### config.mk
export PLATFORM = sky130hd
export DESIGN_NAME = fetch_stage
export DESIGN_NICKNAME = d
export VERILOG_FILES = /design/src/rtl/fetch_stage.sv
export SDC_FILE = /design/constraint.sdc
export NUM_CORES = 1
export LEC_CHECK = 0
export CELL_PAD_IN_SITES_DETAIL_PLACEMENT = 1
export CELL_PAD_IN_SITES_GLOBAL_PLACEMENT = 1
export CORE_ASPECT_RATIO = 1.4
export CORE_MARGIN = 2
export CORE_UTILIZATION = 38
export CTS_CLUSTER_SIZE = 12
export DETAILED_ROUTE_END_ITERATION = 12
export PLACE_DENSITY_LB_ADDON = 0.1
export REMOVE_ABC_BUFFERS = 1
export SYNTH_ARGS = -nofsm -noshare
export SYNTH_HDL_FRONTEND = slang
export SYNTH_SLANG_ARGS = --single-unit
export TNS_END_PERCENT = 10
### constraint.sdc
create_clock -name clk -period 4.2 [get_ports clk]
set_input_delay 0.84 -clock clk [delete_from_list [all_inputs] [get_ports clk]]
set_output_delay 0.84 -clock clk [all_outputs]
set_load 0.03 [all_outputs]
### src/rtl/fetch_stage.sv
// rtl/fetch_stage.sv - IF stage and IF/ID register with one-outstanding imem fetch.
// Define FETCH_MISALIGN_EN to add the sticky fetch_misaligned flag.
module fetch_stage #(
  parameter logic [31:0] RESET_PC = 32'h0000_0000
) (
  input  logic        clk,
  input  logic        rst_n,
  input  logic        stall,
  input  logic        redirect_valid,
  input  logic [31:0] redirect_pc,
  output logic        imem_req_valid,
  input  logic        imem_req_ready,
  output logic [31:0] imem_req_addr,
  input  logic        imem_rsp_valid,
  input  logic [31:0] imem_rsp_data,
  output logic        id_valid,
  output logic [31:0] id_instr,
  output logic [31:0] id_pc,
  output logic [31:0] id_pc_plus4
`ifdef FETCH_MISALIGN_EN
  ,
  output logic        fetch_misaligned
`endif
);

  typedef enum logic [1:0] {
    IDLE = 2'd0,
    WAIT = 2'd1,
    DROP = 2'd2
  } state_t;

  state_t      state, state_nxt;
  logic [31:0] pc;
  logic [31:0] req_pc;
  logic [31:0] redirect_target;
  logic        hold_valid;
  logic [31:0] hold_instr;
  logic [31:0] hold_pc;
  logic        halted;
  logic        accept;
  logic        capture;

`ifdef FETCH_MISALIGN_EN
  logic misaligned_q;

  assign redirect_target  = redirect_pc;
  assign halted           = misaligned_q;
  assign fetch_misaligned = misaligned_q;

  always_ff @(posedge clk) begin
    if (!rst_n) begin
      misaligned_q <= 1'b0;
    end else if (redirect_valid && (redirect_pc[1:0] != 2'b00)) begin
      misaligned_q <= 1'b1;
    end
  end
`else
  assign redirect_target = redirect_pc & 32'hFFFF_FFFC;
  assign halted          = 1'b0;
`endif

  // A new request may ride on the response edge so a 1-cycle memory streams back to back.
  assign imem_req_valid = rst_n & ~redirect_valid & ~hold_valid & ~halted &
                          ((state == IDLE) |
                           ((state == WAIT) & imem_rsp_valid & ~stall));
  assign imem_req_addr  = pc;
  assign accept         = imem_req_valid & imem_req_ready;
  assign capture        = (state == WAIT) & imem_rsp_valid & ~redirect_valid;

  always_ff @(posedge clk) begin
    if (!rst_n) begin
      state <= IDLE;
    end else begin
      state <= state_nxt;
    end
  end

  always_comb begin
    state_nxt = state;
    if (redirect_valid) begin
      // A request still in flight becomes stale and its response must be swallowed.
      if (state == WAIT) begin
        state_nxt = imem_rsp_valid ? IDLE : DROP;
      end
    end else begin
      case (state)
        IDLE: if (accept) state_nxt = WAIT;
        WAIT: if (imem_rsp_valid) state_nxt = accept ? WAIT : IDLE;
        DROP: if (imem_rsp_valid) state_nxt = IDLE;
        default: state_nxt = IDLE;
      endcase
    end
  end

  always_ff @(posedge clk) begin
    if (!rst_n) begin
      pc          <= RESET_PC;
      req_pc      <= 32'h0;
      hold_valid  <= 1'b0;
      hold_instr  <= 32'h0;
      hold_pc     <= 32'h0;
      id_valid    <= 1'b0;
      id_instr    <= 32'h0;
      id_pc       <= 32'h0;
      id_pc_plus4 <= 32'h0;
    end else begin
      if (redirect_valid) begin
        pc <= redirect_target;
      end else if (accept) begin
        pc     <= pc + 32'd4;
        req_pc <= pc;
      end

      // Stalled responses park in the hold buffer; fetching pauses until it drains.
      if (redirect_valid) begin
        hold_valid <= 1'b0;
      end else if (capture && stall) begin
        hold_valid <= 1'b1;
        hold_instr <= imem_rsp_data;
        hold_pc    <= req_pc;
      end else if (hold_valid && !stall) begin
        hold_valid <= 1'b0;
      end

      if (redirect_valid) begin
        id_valid <= 1'b0;
      end else if (!stall) begin
        if (hold_valid) begin
          id_valid    <= 1'b1;
          id_instr    <= hold_instr;
          id_pc       <= hold_pc;
          id_pc_plus4 <= hold_pc + 32'd4;
        end else if (capture) begin
          id_valid    <= 1'b1;
          id_instr    <= imem_rsp_data;
          id_pc       <= req_pc;
          id_pc_plus4 <= req_pc + 32'd4;
        end else begin
          id_valid <= 1'b0;
        end
      end
    end
  end

endmodule

==> reports/metrics.yaml <==
syn_avg_cell_area_um2: 8.04
die_w_um: 139
grt.overflow.total: 0
crit_arrival_ns: 3.59
numCtsBuffers: 24
peakVddDrop_v: 0.000297
track_usage: 0.220
antenna_cells: 0
grt_pass1_vias: 9362
fin_nets: 1439
cts_resized: 0
finalCritPeriodShare: 0.750
end_kind: "register"
synth_top_family_by_area: "simple AND/OR/NAND/NOR gates"
clockRootBuffer: "clkbuf_16"
clock_path_buffers: 3
die-area_mm2: 0.0269
cts_setup_buffers: 0
place_inst: 1660
hpwl_mm: 20.4
p_leak_uw: 0.00409
row_count: 69
hold_buffers: 0
synth_ff_type: "dfxtp_1"
synth_edf_count: 0
syn-cell-area_mm2: 0.00973
required_ns: 4.65
hold_violations: 0
status: "finished, final reports clean"
fmax_ghz: 0.318
synth_seq_cells: 218
finClkSkew_ns: 0.0137
place.gp.congestion: 0.786
finalWorstSetupSlack_ns: 1.05
synth_compound_area_frac: 0.187
core_area_mm2: 0.0253
finalPower_uw: 4600
place_ws_ns: 0.819
worstReg2RegStart: "hold_valid$_SDFFE_PP0P_"
ys_types: 61
dr.pass1.iters: 4
grt_pass1_wl_mm: 49.7
final_common_cell: "nand2_1"
port_buffers: 191
worst_slew_pin_slew_ns: 1.01
ys_seq_area_frac: 0.449
drc: 0
antenna_found_initial: 0
final_layout_size_suffix_gt1_frac: 0.0637
setup_viol: 0
maxCapViolCount: 0
finalMaxSlewViolations: 0
via_per_inst: 5.49
fillers: 3018
initial_core_util: 0.385
finalCriticalPeriod_ns: 3.15
die_height_um: 193
synthToLayoutAreaGrowth_pct: 30.9
wl_per_cell_um: 17.7
final_cells: 1700
cp-start-kind: "register"
relSlewSlack: 0.328
synth_xor_area_frac: 0.00720
clkLatencyLatePin_ns: 0.51
endpoint: "id_pc_plus4[26]$_SDFFE_PN0P_"
worstReg2RegEnd: "id_pc_plus4[26]$_SDFFE_PN0P_"
synthCells: 1210
drt_first_iter_violations: 364
path_clk_slew_ns: 0.06
rrSetupSlack_ns: 1.05
rsz0062_at_grt: "false"
reg2reg_depth: 6
num_vias: 9327
path_class: "register to register"
synthMuxAreaShare: 0.0688
yosys.area_share.simple: 0.238
grt_start_max_net_pins: 87
critPathLaunch: "hold_valid$_SDFFE_PP0P_"
register_area_mm2: 0.00437
cts_sinks: 218
tritoncts: "done"
synthAdderAreaFrac: 0.00257
pin_count: 200
drt-total-wl_mm: 30.0
synth_warnings: 0
synthArstFlopShare: 0
power_density_mw_per_mm2: 362
h-tree-depth: 1
hp-class: "register to register"
ant_nets: 0
multi_input_area_mm2: 0.00494
crit_fanout: 51
layout_common_cells: "nand2_1 (250), dfxtp_1 (217), clkdlybuf4s50_1 (189)"
==> metal layers <==
| metal | vias to the layer above | global-route usage | share of wire | wire, um |
|---|---|---|---|---|
| met2 | 195 | 0.395 | 0.50 | 15100 |
| li1 | 4596 | - | - | - |
| met3 | 36 | 0.0290 | 0.041 | 1240 |
| met5 | - | 0 | 0 | 0 |
| met4 | 0 | 0.0539 | 0.023 | 677 |
| met1 | 4500 | 0.277 | 0.43 | 13000 |
==> power breakdown <==
group | internal (uW) | switching, uW | total, uW
Sequential | 2100 | 41.2 | 2140
Clock | 1280 | 840 | 2120
Combinational | 147 | 197 | 345
Total | 3530 | 1080 | 4600
==> final cells by class <==
class,count,area share
Timing Repair Buffer,223,0.171
Tap cell,319,0.0314
Inverter,11,0.00364
Sequential cell,218,0.343
Clock buffer,37,0.0590
Clock inverter,3,0.00344
Multi-Input combinational cell,889,0.388
==> sequential cells by signal (all words and copies together) (netlist names) <==
register and flops:
id_instr 32, hold_pc 30, hold_valid 1, id_valid 1, hold_instr 32, id_pc_plus4 30
imem_req_addr 30, id_pc 30, req_pc 30, state 2
==> stage by stage <==
| step | hold WS [ns] | utilization | instance area [um^2] | setup TNS, ns |
|---|---|---|---|---|
| final | 0.452 | 0.503 | 12700 | 0 |
| after CTS | 0.456 | 0.503 | 12700 | 0 |
| after detailed placement | 0.447 | 0.472 | 11900 | 0 |
| after global routing | 0.473 | 0.503 | 12700 | 0 |
| after floorplan | 0.436 | - | 9330 | -186.15 |
| after global placement | 0.441 | 0.472 | 11900 | 0 |
==> critical path, stage by stage, from the launching register on <==
cell	delay [ns]
dfxtp_4	0.84
buf_4	0.52
nand4_1	0.20
a211oi_2	0.48
nand4_1	0.38
or4_1	0.59
nand3_1	0.07
==> synth_stat cells (13+ instances only) <==
cell type	count	share of area
a211oi_1	58	0.045
a21oi_1	134	0.069
a31oi_1	13	0.0084
buf_2	13	0.0067
clkbuf_1	69	0.027
dfxtp_1	218	0.45
mux2i_1	59	0.061
nand2_1	250	0.096
nand3_1	63	0.032
nand4_1	23	0.015
nor2_1	104	0.040
nor3_1	17	0.0087
o21ai_0	23	0.012
==> cells by family (layout without fill, tap and decap cells) <==
kind of cell               Yosys count  after routing
AOI/OAI and AO/OA                  289            289
xor gates and xnor gates             8              8
muxes                               66             66
buffers and inverters              108            274
other                                1              6
and+or+nand+nor                    518            518
DFF                                218            218
adders and majority gates            2              2
==> how the worst min path moves through the flow <==
stage                           startpoint                           to  slack [ns]  depth (start not counted)
2_1_floorplan   hold_instr[0]$_SDFFE_PN0P_   hold_instr[0]$_SDFFE_PN0P_        0.44                          2
3_3_place_gp   hold_instr[11]$_SDFFE_PN0P_  hold_instr[11]$_SDFFE_PN0P_        0.44                          2
3_5_place_dp   id_pc_plus4[2]$_SDFFE_PN0P_  id_pc_plus4[2]$_SDFFE_PN0P_        0.45                          2
4_1_cts        id_pc_plus4[2]$_SDFFE_PN0P_  id_pc_plus4[2]$_SDFFE_PN0P_        0.46                          2
5_1_grt        id_pc_plus4[4]$_SDFFE_PN0P_  id_pc_plus4[4]$_SDFFE_PN0P_        0.47                          2
6_report       hold_instr[28]$_SDFFE_PN0P_  hold_instr[28]$_SDFFE_PN0P_        0.45                          2
(Power assumes the default switching activity.)
